[src/rtl/df_process_scheduler.sv]
// df_process_scheduler
// Dataflow start/done sequencer for the systolic MVM chain. A single top-level
// ap_ctrl_chain handshake is fanned out to NPROC process handshakes. Starts are
// latched per process until every process has taken the invocation, and dones
// are latched until all processes have finished the oldest invocation. At most
// MAX_INFLIGHT invocations may be outstanding at any time.
//
// Ports:
//   clock, reset     single clock, asynchronous active-high reset
//   ap_start         top start request, held until ap_ready
//   ap_ready         top invocation accepted this cycle (combinational)
//   ap_done          oldest invocation finished by all processes (combinational)
//   ap_continue      top consumer acknowledges ap_done
//   ap_idle          nothing in flight and no partially started invocation
//   proc_start       per-process start request
//   proc_ready       per-process start consumed
//   proc_done        per-process done, held until proc_continue
//   proc_continue    per-process continue pulse, all processes together
//   inflight         accepted-but-not-completed invocation count
//   iter_count       completed invocations, wraps at 2^32
//   stall            sticky watchdog flag
//   proto_err        sticky protocol-violation flag
module df_process_scheduler #(
    parameter int unsigned NPROC        = 3,
    parameter int unsigned MAX_INFLIGHT = 2,
    parameter int unsigned CW           = 4,
    parameter int unsigned WDOG_CYCLES  = 1024
) (
    input  logic             clock,
    input  logic             reset,
    input  logic             ap_start,
    output logic             ap_ready,
    output logic             ap_done,
    input  logic             ap_continue,
    output logic             ap_idle,
    output logic [NPROC-1:0] proc_start,
    input  logic [NPROC-1:0] proc_ready,
    input  logic [NPROC-1:0] proc_done,
    output logic [NPROC-1:0] proc_continue,
    output logic [CW-1:0]    inflight,
    output logic [31:0]      iter_count,
    output logic             stall,
    output logic             proto_err
);

    // Watchdog counter only needs to reach WDOG_CYCLES-1, where it saturates.
    localparam int unsigned SCW       = (WDOG_CYCLES > 1) ? $clog2(WDOG_CYCLES) : 1;
    localparam logic [CW-1:0]  MAX_C  = CW'(MAX_INFLIGHT);
    localparam logic [SCW-1:0] WDOG_LAST = SCW'((WDOG_CYCLES > 0) ? WDOG_CYCLES - 1 : 0);

    logic [NPROC-1:0] rdy_lat;
    logic [NPROC-1:0] done_lat;
    logic [NPROC-1:0] done_prev;
    logic             start_prev;
    logic [SCW-1:0]   stall_cnt;

    logic             can_start;
    logic [NPROC-1:0] start_c;
    logic [NPROC-1:0] rdy_hit;
    logic             all_rdy;
    logic             accept;
    logic             all_done;
    logic             complete;
    logic [NPROC-1:0] done_rise;
    logic             event_hit;
    logic             active;

    // Handshake decode shared by outputs and state updates.
    always_comb begin
        can_start = ap_start && (inflight < MAX_C);
        start_c   = {NPROC{can_start}} & ~rdy_lat;
        rdy_hit   = start_c & proc_ready;
        all_rdy   = &(rdy_lat | rdy_hit);
        accept    = can_start && all_rdy;
        all_done  = (inflight != '0) && (&(done_lat | proc_done));
        complete  = all_done && ap_continue;
        done_rise = proc_done & ~done_prev;
        event_hit = (|rdy_hit) || (|done_rise) || accept || complete;
        active    = (inflight != '0) || (rdy_lat != '0);
    end

    // Handshake outputs are held quiet while reset is asserted.
    assign proc_start    = reset ? '0 : start_c;
    assign proc_continue = reset ? '0 : {NPROC{complete}};
    assign ap_ready      = !reset && accept;
    assign ap_done       = !reset && all_done;
    assign ap_idle       = reset || ((inflight == '0) && (rdy_lat == '0));

    // Per-process start and done latches.
    always_ff @(posedge clock or posedge reset) begin
        if (reset) begin
            rdy_lat   <= '0;
            done_lat  <= '0;
            done_prev <= '0;
        end else begin
            done_prev <= proc_done;
            if (accept) begin
                rdy_lat <= '0;
            end else begin
                rdy_lat <= rdy_lat | rdy_hit;
            end
            // Dones seen with nothing in flight are protocol errors, not latched.
            if (complete) begin
                done_lat <= '0;
            end else if (inflight != '0) begin
                done_lat <= done_lat | proc_done;
            end
        end
    end

    // Outstanding-invocation and completion counters.
    always_ff @(posedge clock or posedge reset) begin
        if (reset) begin
            inflight   <= '0;
            iter_count <= '0;
        end else begin
            if (accept && !complete) begin
                inflight <= inflight + CW'(1);
            end else if (complete && !accept) begin
                inflight <= inflight - CW'(1);
            end
            if (complete) begin
                iter_count <= iter_count + 32'd1;
            end
        end
    end

    // Watchdog: count busy cycles without progress, flag once the limit is hit.
    always_ff @(posedge clock or posedge reset) begin
        if (reset) begin
            stall_cnt <= '0;
            stall     <= 1'b0;
        end else if (WDOG_CYCLES != 0) begin
            if (event_hit) begin
                stall_cnt <= '0;
            end else if (active) begin
                if (stall_cnt == WDOG_LAST) begin
                    stall <= 1'b1;
                end else begin
                    stall_cnt <= stall_cnt + SCW'(1);
                end
            end
        end
    end

    // Sticky protocol checker: stray dones and start withdrawn mid-handshake.
    always_ff @(posedge clock or posedge reset) begin
        if (reset) begin
            start_prev <= 1'b0;
            proto_err  <= 1'b0;
        end else begin
            start_prev <= ap_start;
            if (((|proc_done) && (inflight == '0)) ||
                (start_prev && !ap_start && (rdy_lat != '0))) begin
                proto_err <= 1'b1;
            end
        end
    end

endmodule

[config.mk]
export PLATFORM = sky130hd
export DESIGN_NAME = df_process_scheduler
export DESIGN_NICKNAME = d
export VERILOG_FILES = /design/src/rtl/df_process_scheduler.sv
export SDC_FILE = /design/constraint.sdc
export NUM_CORES = 1
export LEC_CHECK = 0
export ABC_CLOCK_PERIOD_IN_PS = 3000
export CAP_MARGIN = 20
export CORE_ASPECT_RATIO = 0.7
export CORE_MARGIN = 3
export CORE_UTILIZATION = 47
export CTS_BUF_LIST = sky130_fd_sc_hd__clkbuf_4
export CTS_CLUSTER_SIZE = 10
export DETAILED_ROUTE_END_ITERATION = 7
export PLACE_DENSITY = 0.74
export SYNTH_ARGS = -nofsm -noshare
export SYNTH_HDL_FRONTEND = slang
export SYNTH_SLANG_ARGS = --single-unit
export TNS_END_PERCENT = 50
[constraint.sdc]
create_clock -name clock -period 3 [get_ports clock]
set_input_delay 0.6 -clock clock [delete_from_list [all_inputs] [get_ports clock]]
set_output_delay 0.6 -clock clock [all_outputs]
set_load 0.03 [all_outputs]
Yosys cells after proc, flatten, opt, wreduce, memory -nomap -nowiden

Cells that the tools add are included.

Add/subtract/negate cells: 4
$lt $le $gt $ge: 1
Equal/unequal tests: 2
Multiplexer cells: 10
Bitwise operators: 8
Reduce and logical (&&, ||, !) cells: 36

Operator list:

| cell                                               | count |
|---|---|
| adder 32 x 1 -> 32 bit, second input constant      | 1 |
| two-way mux 10 bit                                 | 3 |
| two-way mux 3 bit                                  | 5 |
| logical AND 1 bit                                  | 12 |
| adder 10 x 1 -> 10 bit, second input constant      | 1 |
| == test 10 bit, second input constant              | 1 |
| bitwise AND 3 bit                                  | 3 |
| AND reduction 3 bit                                | 3 |
| OR reduction 3 bit                                 | 3 |
| two-way mux 4 bit                                  | 2 |
| logical OR 1 bit                                   | 6 |
| inverter 3 bit                                     | 2 |
| OR 3 bit                                           | 2 |
| nonzero test 2 bit                                 | 3 |
| adder 4 x 1 -> 4 bit, second input constant        | 1 |
| zero test 1 bit                                    | 4 |
| zero test 4 bit                                    | 1 |
| < comparator 4 x 2 -> 1 bit, second input constant | 1 |
| nonzero test 4 bit                                 | 1 |
| subtractor 4 x 1 -> 4 bit, second input constant   | 1 |
| zero test 3 bit                                    | 1 |
| nonzero test 3 bit                                 | 1 |
| inequality test 2 bit, second input constant       | 1 |
| AND reduction 2 bit                                | 1 |
| inverter 1 bit                                     | 1 |

Register bits after elaboration: 58
Logic and storage cells: 70

Depth between registers and ports, before layout

Depth after elaboration: 11
Gate-level depth with buffers: 11

Least setup slack after synthesis

No wires, ideal clock.

Path kind: input to output
From: input reset
To: output ap_idle
Arrival: 2362 ps
Path slack: 38 ps
Stages on the path: 2
Cells stage by stage: inv_1 -> nand2_1

Longest elaborated chain between the ends: 1

Ends and longest elaborated chain:

| item               | RTL line | source |
|---|---|---|
| start: declaration | 30       | `input logic reset,` |
| logical OR 1 bit   | 87       | `assign ap_idle = reset \|\| ((inflight == '0) && (rdy_lat == '0));` |
| end: declaration   | 35       | `output logic ap_idle,` |

No other way between the ends.

Final worst setup path

From: register inflight[1]
To: output proc_start[2]

Longest elaborated chain between the ends: 4

Ends and longest elaborated chain:

| item                        | RTL line | source |
|---|---|---|
| start: declaration          | 40       | `output logic [CW-1:0] inflight,` |
| start signal: assignment    | 118      | `inflight <= inflight + CW'(1);` |
| start signal: assignment    | 120      | `inflight <= inflight - CW'(1);` |
| < comparator 4 x 2 -> 1 bit | 70       | `can_start = ap_start && (inflight < MAX_C);` |
| logical AND 1 bit           | 70       |  |
| bitwise AND 3 bit           | 71       | `start_c = {NPROC{can_start}} & ~rdy_lat;` |
| two-way mux 3 bit           | 83       | `assign proc_start = reset ? '0 : start_c;` |
| end: declaration            | 36       | `output logic [NPROC-1:0] proc_start,` |

No other way between the ends.

==> run summary <==
By startpoint and endpoint, the worst setup path is classified as reg -> out. The library cell appearing most often on the critical path is sky130_fd_sc_hd__nor3_1. After layout, the minimum clock period comes to 2.86 ns. The placeable core area came out at 5780 µm². 0 antenna diodes ended up in the layout. In this run the worst hold path is classified as reg -> reg.

The count of fill cells added during filler insertion is 470. In the layout the commonest cells are sky130_fd_sc_hd__dfrtp_1, sky130_fd_sc_hd__clkdlybuf4s50_1, sky130_fd_sc_hd__nor2_1. Broken down by cell family, the worst path's largest delay share belongs to buffers and inverters. The summed instance area of the synthesized netlist is 2850 µm². The area of the die is 7040 µm². The clock latency of the later-clocked register in the worst-skew pair is 0.39 ns. The reported leakage power came out at approximately 1.7 nW.

The largest buffer count on any clock path came out at 2. The run finished with clean final reports. The number of antenna violations at the first check in global routing came out at 0. The total overflow left after global routing is 0. The boundary pin count is 57. The upper clock frequency limit came out at 350 MHz. The count of H-tree levels built during CTS came out at 3. Relative to the synthesized area, the layout overhead comes to 30.7%.

After detailed routing, the total wire length is 6.20 mm. At the pin with the least slew margin, the transition time is 0.899 ns. The final-stage net count is 362.

The post-route core utilization came out at ~64%. The number of different library cells used by synthesis comes to 42. The signal on the critical path passes through nor3_1 -> nand2_1 -> nor3_1 -> clkdlybuf4s50_1.

In the routed design, unresolved DRC markers number 0. The ratio of cells with drive above 1 in the final layout came out at 12.0%. At the worst endpoint, the required time is 2.40 ns. The width of the die is 99.0 µm. The final setup violation count is 0. Across every metal layer, demand over resource in global routing totals 19.2%. The initial utilization of the core area, before any placement, comes to 49.2%. The number of failing hold endpoints at the final stage is 0. IR analysis of the VDD net gives a maximum drop of slightly above 0.0005 V. The share of the cycle needed by the critical path after routing came out at 95.3%. After synthesis, flip-flops and latches occupy 51.0% of the total area. The global-route wire length before repair is 10.8 mm. The combined flip-flop and latch cell area is around 1500 µm². The count of max-cap constraint violations came out at 0. The signal arrival time at the worst endpoint came out at 2.26 ns. Of all nets on the critical path, the largest fanout is 6.

Using the TritonRoute via totals, the vias-per-cell ratio works out to ~5.2. After detailed routing, the average wire length per cell comes to between 10 and 15 µm. The maximum cell stage delay along the critical path is about 0.70 ns. The number of buffers inserted by hold repair at cts came out at 0. The cell count after synthesis came out at roughly 280.

The count of input and output buffers came out at 56. The cell with the biggest individual delay on the critical path is sky130_fd_sc_hd__clkdlybuf4s50_1. TritonCTS built the clock tree. The power per standard cell area came out at 698 nW/µm². The clock arrives with 0.0146 ns of skew.

The floorplan has 23 rows. The relative slew slack came out at 39.8%. The most frequent standard cell in the layout excluding fill and tap cells is sky130_fd_sc_hd__dfrtp_1. The buffer cell driving the clock tree root is sky130_fd_sc_hd__clkbuf_4.

In this run the vertical extent of the chip is between 70 and 80 µm. The max-slew violation total from the final report came out at 0. The number of detailed-route iterations in the first pass is 4. The count of warnings emitted by yosys is 0. The startpoint type of the worst setup path is a flip-flop.

The total buffers and inverters traversed by the critical path is 1. Summing over every cut layer, the via total after detailed routing is ~2,200. The via count of the first global-routing pass is between 2,000 and 2,500. The total of flip-flops plus latches after synthesis came out at 58. The multi-input logic area came out at about 1300 µm². The number of DRC markers in iteration 0 came out at 173. The final HPWL from detailed placement came out at 4.55 mm.

Clock-pin slew was measured on the worst setup and hold paths at 0.10 ns. Setup repair after global routing left no endpoint under its margin. The number of nets in the synthesized netlist is 291. The post-route antenna net violation count is 0. The sum of negative setup slack came out at 0 ns. Buffers inserted during clock tree synthesis total 9. Entering global routing, the biggest net connects a little under 60 pins. The clock net in this run drives a total of 58 sinks. The average size of a mapped cell is 10.4 µm². The weighted congestion at the end of routability-driven global placement is 0.866. STA classifies the critical path endpoint as a primary output.
-- cells in the mapped netlist --
cell type                   n  area (µm²)
sky130_fd_sc_hd__nand4b_1   1        8.76
sky130_fd_sc_hd__inv_1     15        56.3
sky130_fd_sc_hd__a21o_1     1        7.51
sky130_fd_sc_hd__mux2_2     1        11.3
sky130_fd_sc_hd__a222oi_1   1        10.0
sky130_fd_sc_hd__nor4_4     2        42.5
sky130_fd_sc_hd__nor4_1     4        25.0
sky130_fd_sc_hd__xnor2_1   15         131
sky130_fd_sc_hd__nor3b_1    1        7.51
sky130_fd_sc_hd__and3b_1    1        8.76
sky130_fd_sc_hd__nand2_2    1        6.26
sky130_fd_sc_hd__nand2_1   20        75.1
sky130_fd_sc_hd__and3_1     6        37.5
sky130_fd_sc_hd__dfrtp_1   58        1450
sky130_fd_sc_hd__and4_1     4        35.0
sky130_fd_sc_hd__xor2_1    24         210
sky130_fd_sc_hd__nor4_2     1        12.5
sky130_fd_sc_hd__nor3_2     3        30.0
sky130_fd_sc_hd__nor3_1    16        80.1
sky130_fd_sc_hd__o211ai_1   1        7.51
sky130_fd_sc_hd__buf_4      3        22.5
sky130_fd_sc_hd__o22ai_1    2        12.5
sky130_fd_sc_hd__a31oi_1    1        6.26
sky130_fd_sc_hd__nand4_1    8        50.1
sky130_fd_sc_hd__buf_2      3        15.0
sky130_fd_sc_hd__and2_1     2        12.5
sky130_fd_sc_hd__nor2b_1    1        6.26
sky130_fd_sc_hd__o21bai_1   1        7.51
sky130_fd_sc_hd__or3_1      2        12.5
sky130_fd_sc_hd__fa_1       1        20.0
sky130_fd_sc_hd__a211oi_1   2        15.0
sky130_fd_sc_hd__mux2i_1    4        40.0
sky130_fd_sc_hd__nor4b_4    1        23.8
sky130_fd_sc_hd__nor2_1    31         116
sky130_fd_sc_hd__nand2b_1   2        12.5
sky130_fd_sc_hd__o21ai_0    4        20.0
sky130_fd_sc_hd__nand3_2    1        10.0
sky130_fd_sc_hd__nand3_1   15        75.1
sky130_fd_sc_hd__ha_1       5        62.6
sky130_fd_sc_hd__clkbuf_1   1        3.75
sky130_fd_sc_hd__a21oi_1    8        40.0
sky130_fd_sc_hd__o221ai_1   1        8.76
-- worst register-to-register path: cells and delay by family (launching register included) --
kind                     cells  cell delay, ns
AO/OA/AOI/OAI                2            0.35
XOR/XNOR                     2            0.27
adder cells (fa/ha/maj)      2            0.55
buffers and inverters        1            0.10
flip-flops                   1            0.49
AND/OR/NAND/NOR              4            0.88
-- final cells by class --
| type | instances | share of cell area [%] |
|---|---|---|
| multi-input cells | 195 | 34.9 |
| clock inverters | 5 | 2.76 |
| inverters | 15 | 1.51 |
| repair buffers | 67 | 17.1 |
| flip-flops and latches | 58 | 39.0 |
| well taps | 75 | 2.52 |
| clock buffers | 11 | 2.22 |
-- stage by stage --
stage | area (µm²) | setup slack, ns | hold WS, ns | std cells | total power, mW
finish | 3720 | 0.142 | 0.485 | 426 | 2.60
global route | 3720 | 0.00889 | 0.509 | 426 | 2.75
CTS | 3720 | 0.0918 | 0.489 | 426 | 2.61
detailed placement | 3530 | -0.0304 | 0.471 | 410 | 1.88
global placement | 3530 | 0.0549 | 0.468 | 410 | 1.86
floorplan | 2850 | 0.0378 | 0.463 | 275 | 1.57
-- flip-flops by register name (all words and copies together), names as in the netlist --
name and count:
done_lat 3, done_prev 3, inflight 4, iter_count 32
proto_err 1, rdy_lat 3, stall 1, stall_cnt 10
start_prev 1
-- repair_timing --
item / in CTS / in global routing
endpoints found under the setup margin: 1 / 2
endpoints found under the hold margin: 0 / 0
buffers inserted: 0 / 0
resized for setup: 1 / 2
-- power breakdown --
group	total, mW	switching, mW	leakage, nW	internal [mW]
sequential	1.06	0.165	0.733	0.896
clock	0.734	0.294	0.0971	0.440
combinational	0.805	0.449	0.885	0.356
total	2.60	0.907	1.71	1.69
-- cells by family after synthesis --
| kind of cell | synth area share [%] |
|---|---|
| compound gates | 4.75 |
| xor+xnor | 12.0 |
| fa+ha+maj | 2.90 |
| buf+inv | 3.43 |
| flops | 51.0 |
| mux | 1.80 |
| simple gates | 24.2 |
-- worst paths after layout --
path                           startpoint             end  slack (ns)  cells past startpoint
max                           inflight[1]   proc_start[2]        0.14                      4
min in group asynchronous           reset      rdy_lat[0]        0.97                      4
max in group asynchronous           reset  iter_count[13]        1.56                      4
max reg2reg                   inflight[1]     inflight[3]        0.23                     11
min                        iter_count[31]  iter_count[31]        0.48                      1
min reg2reg                iter_count[31]  iter_count[31]        0.48                      1
-- metal layers --
metal  wire [µm]  vias up  share of wire (%)  GRT usage [%]
met5           0        -                  0              0
met4          65        0                1.0           5.45
met3         277        8                4.5           5.42
met2        2750       47                 44           27.9
met1        3110     1055                 50           28.3
li1            -     1097                  -              -
Power figures use the tool's default switching activity.
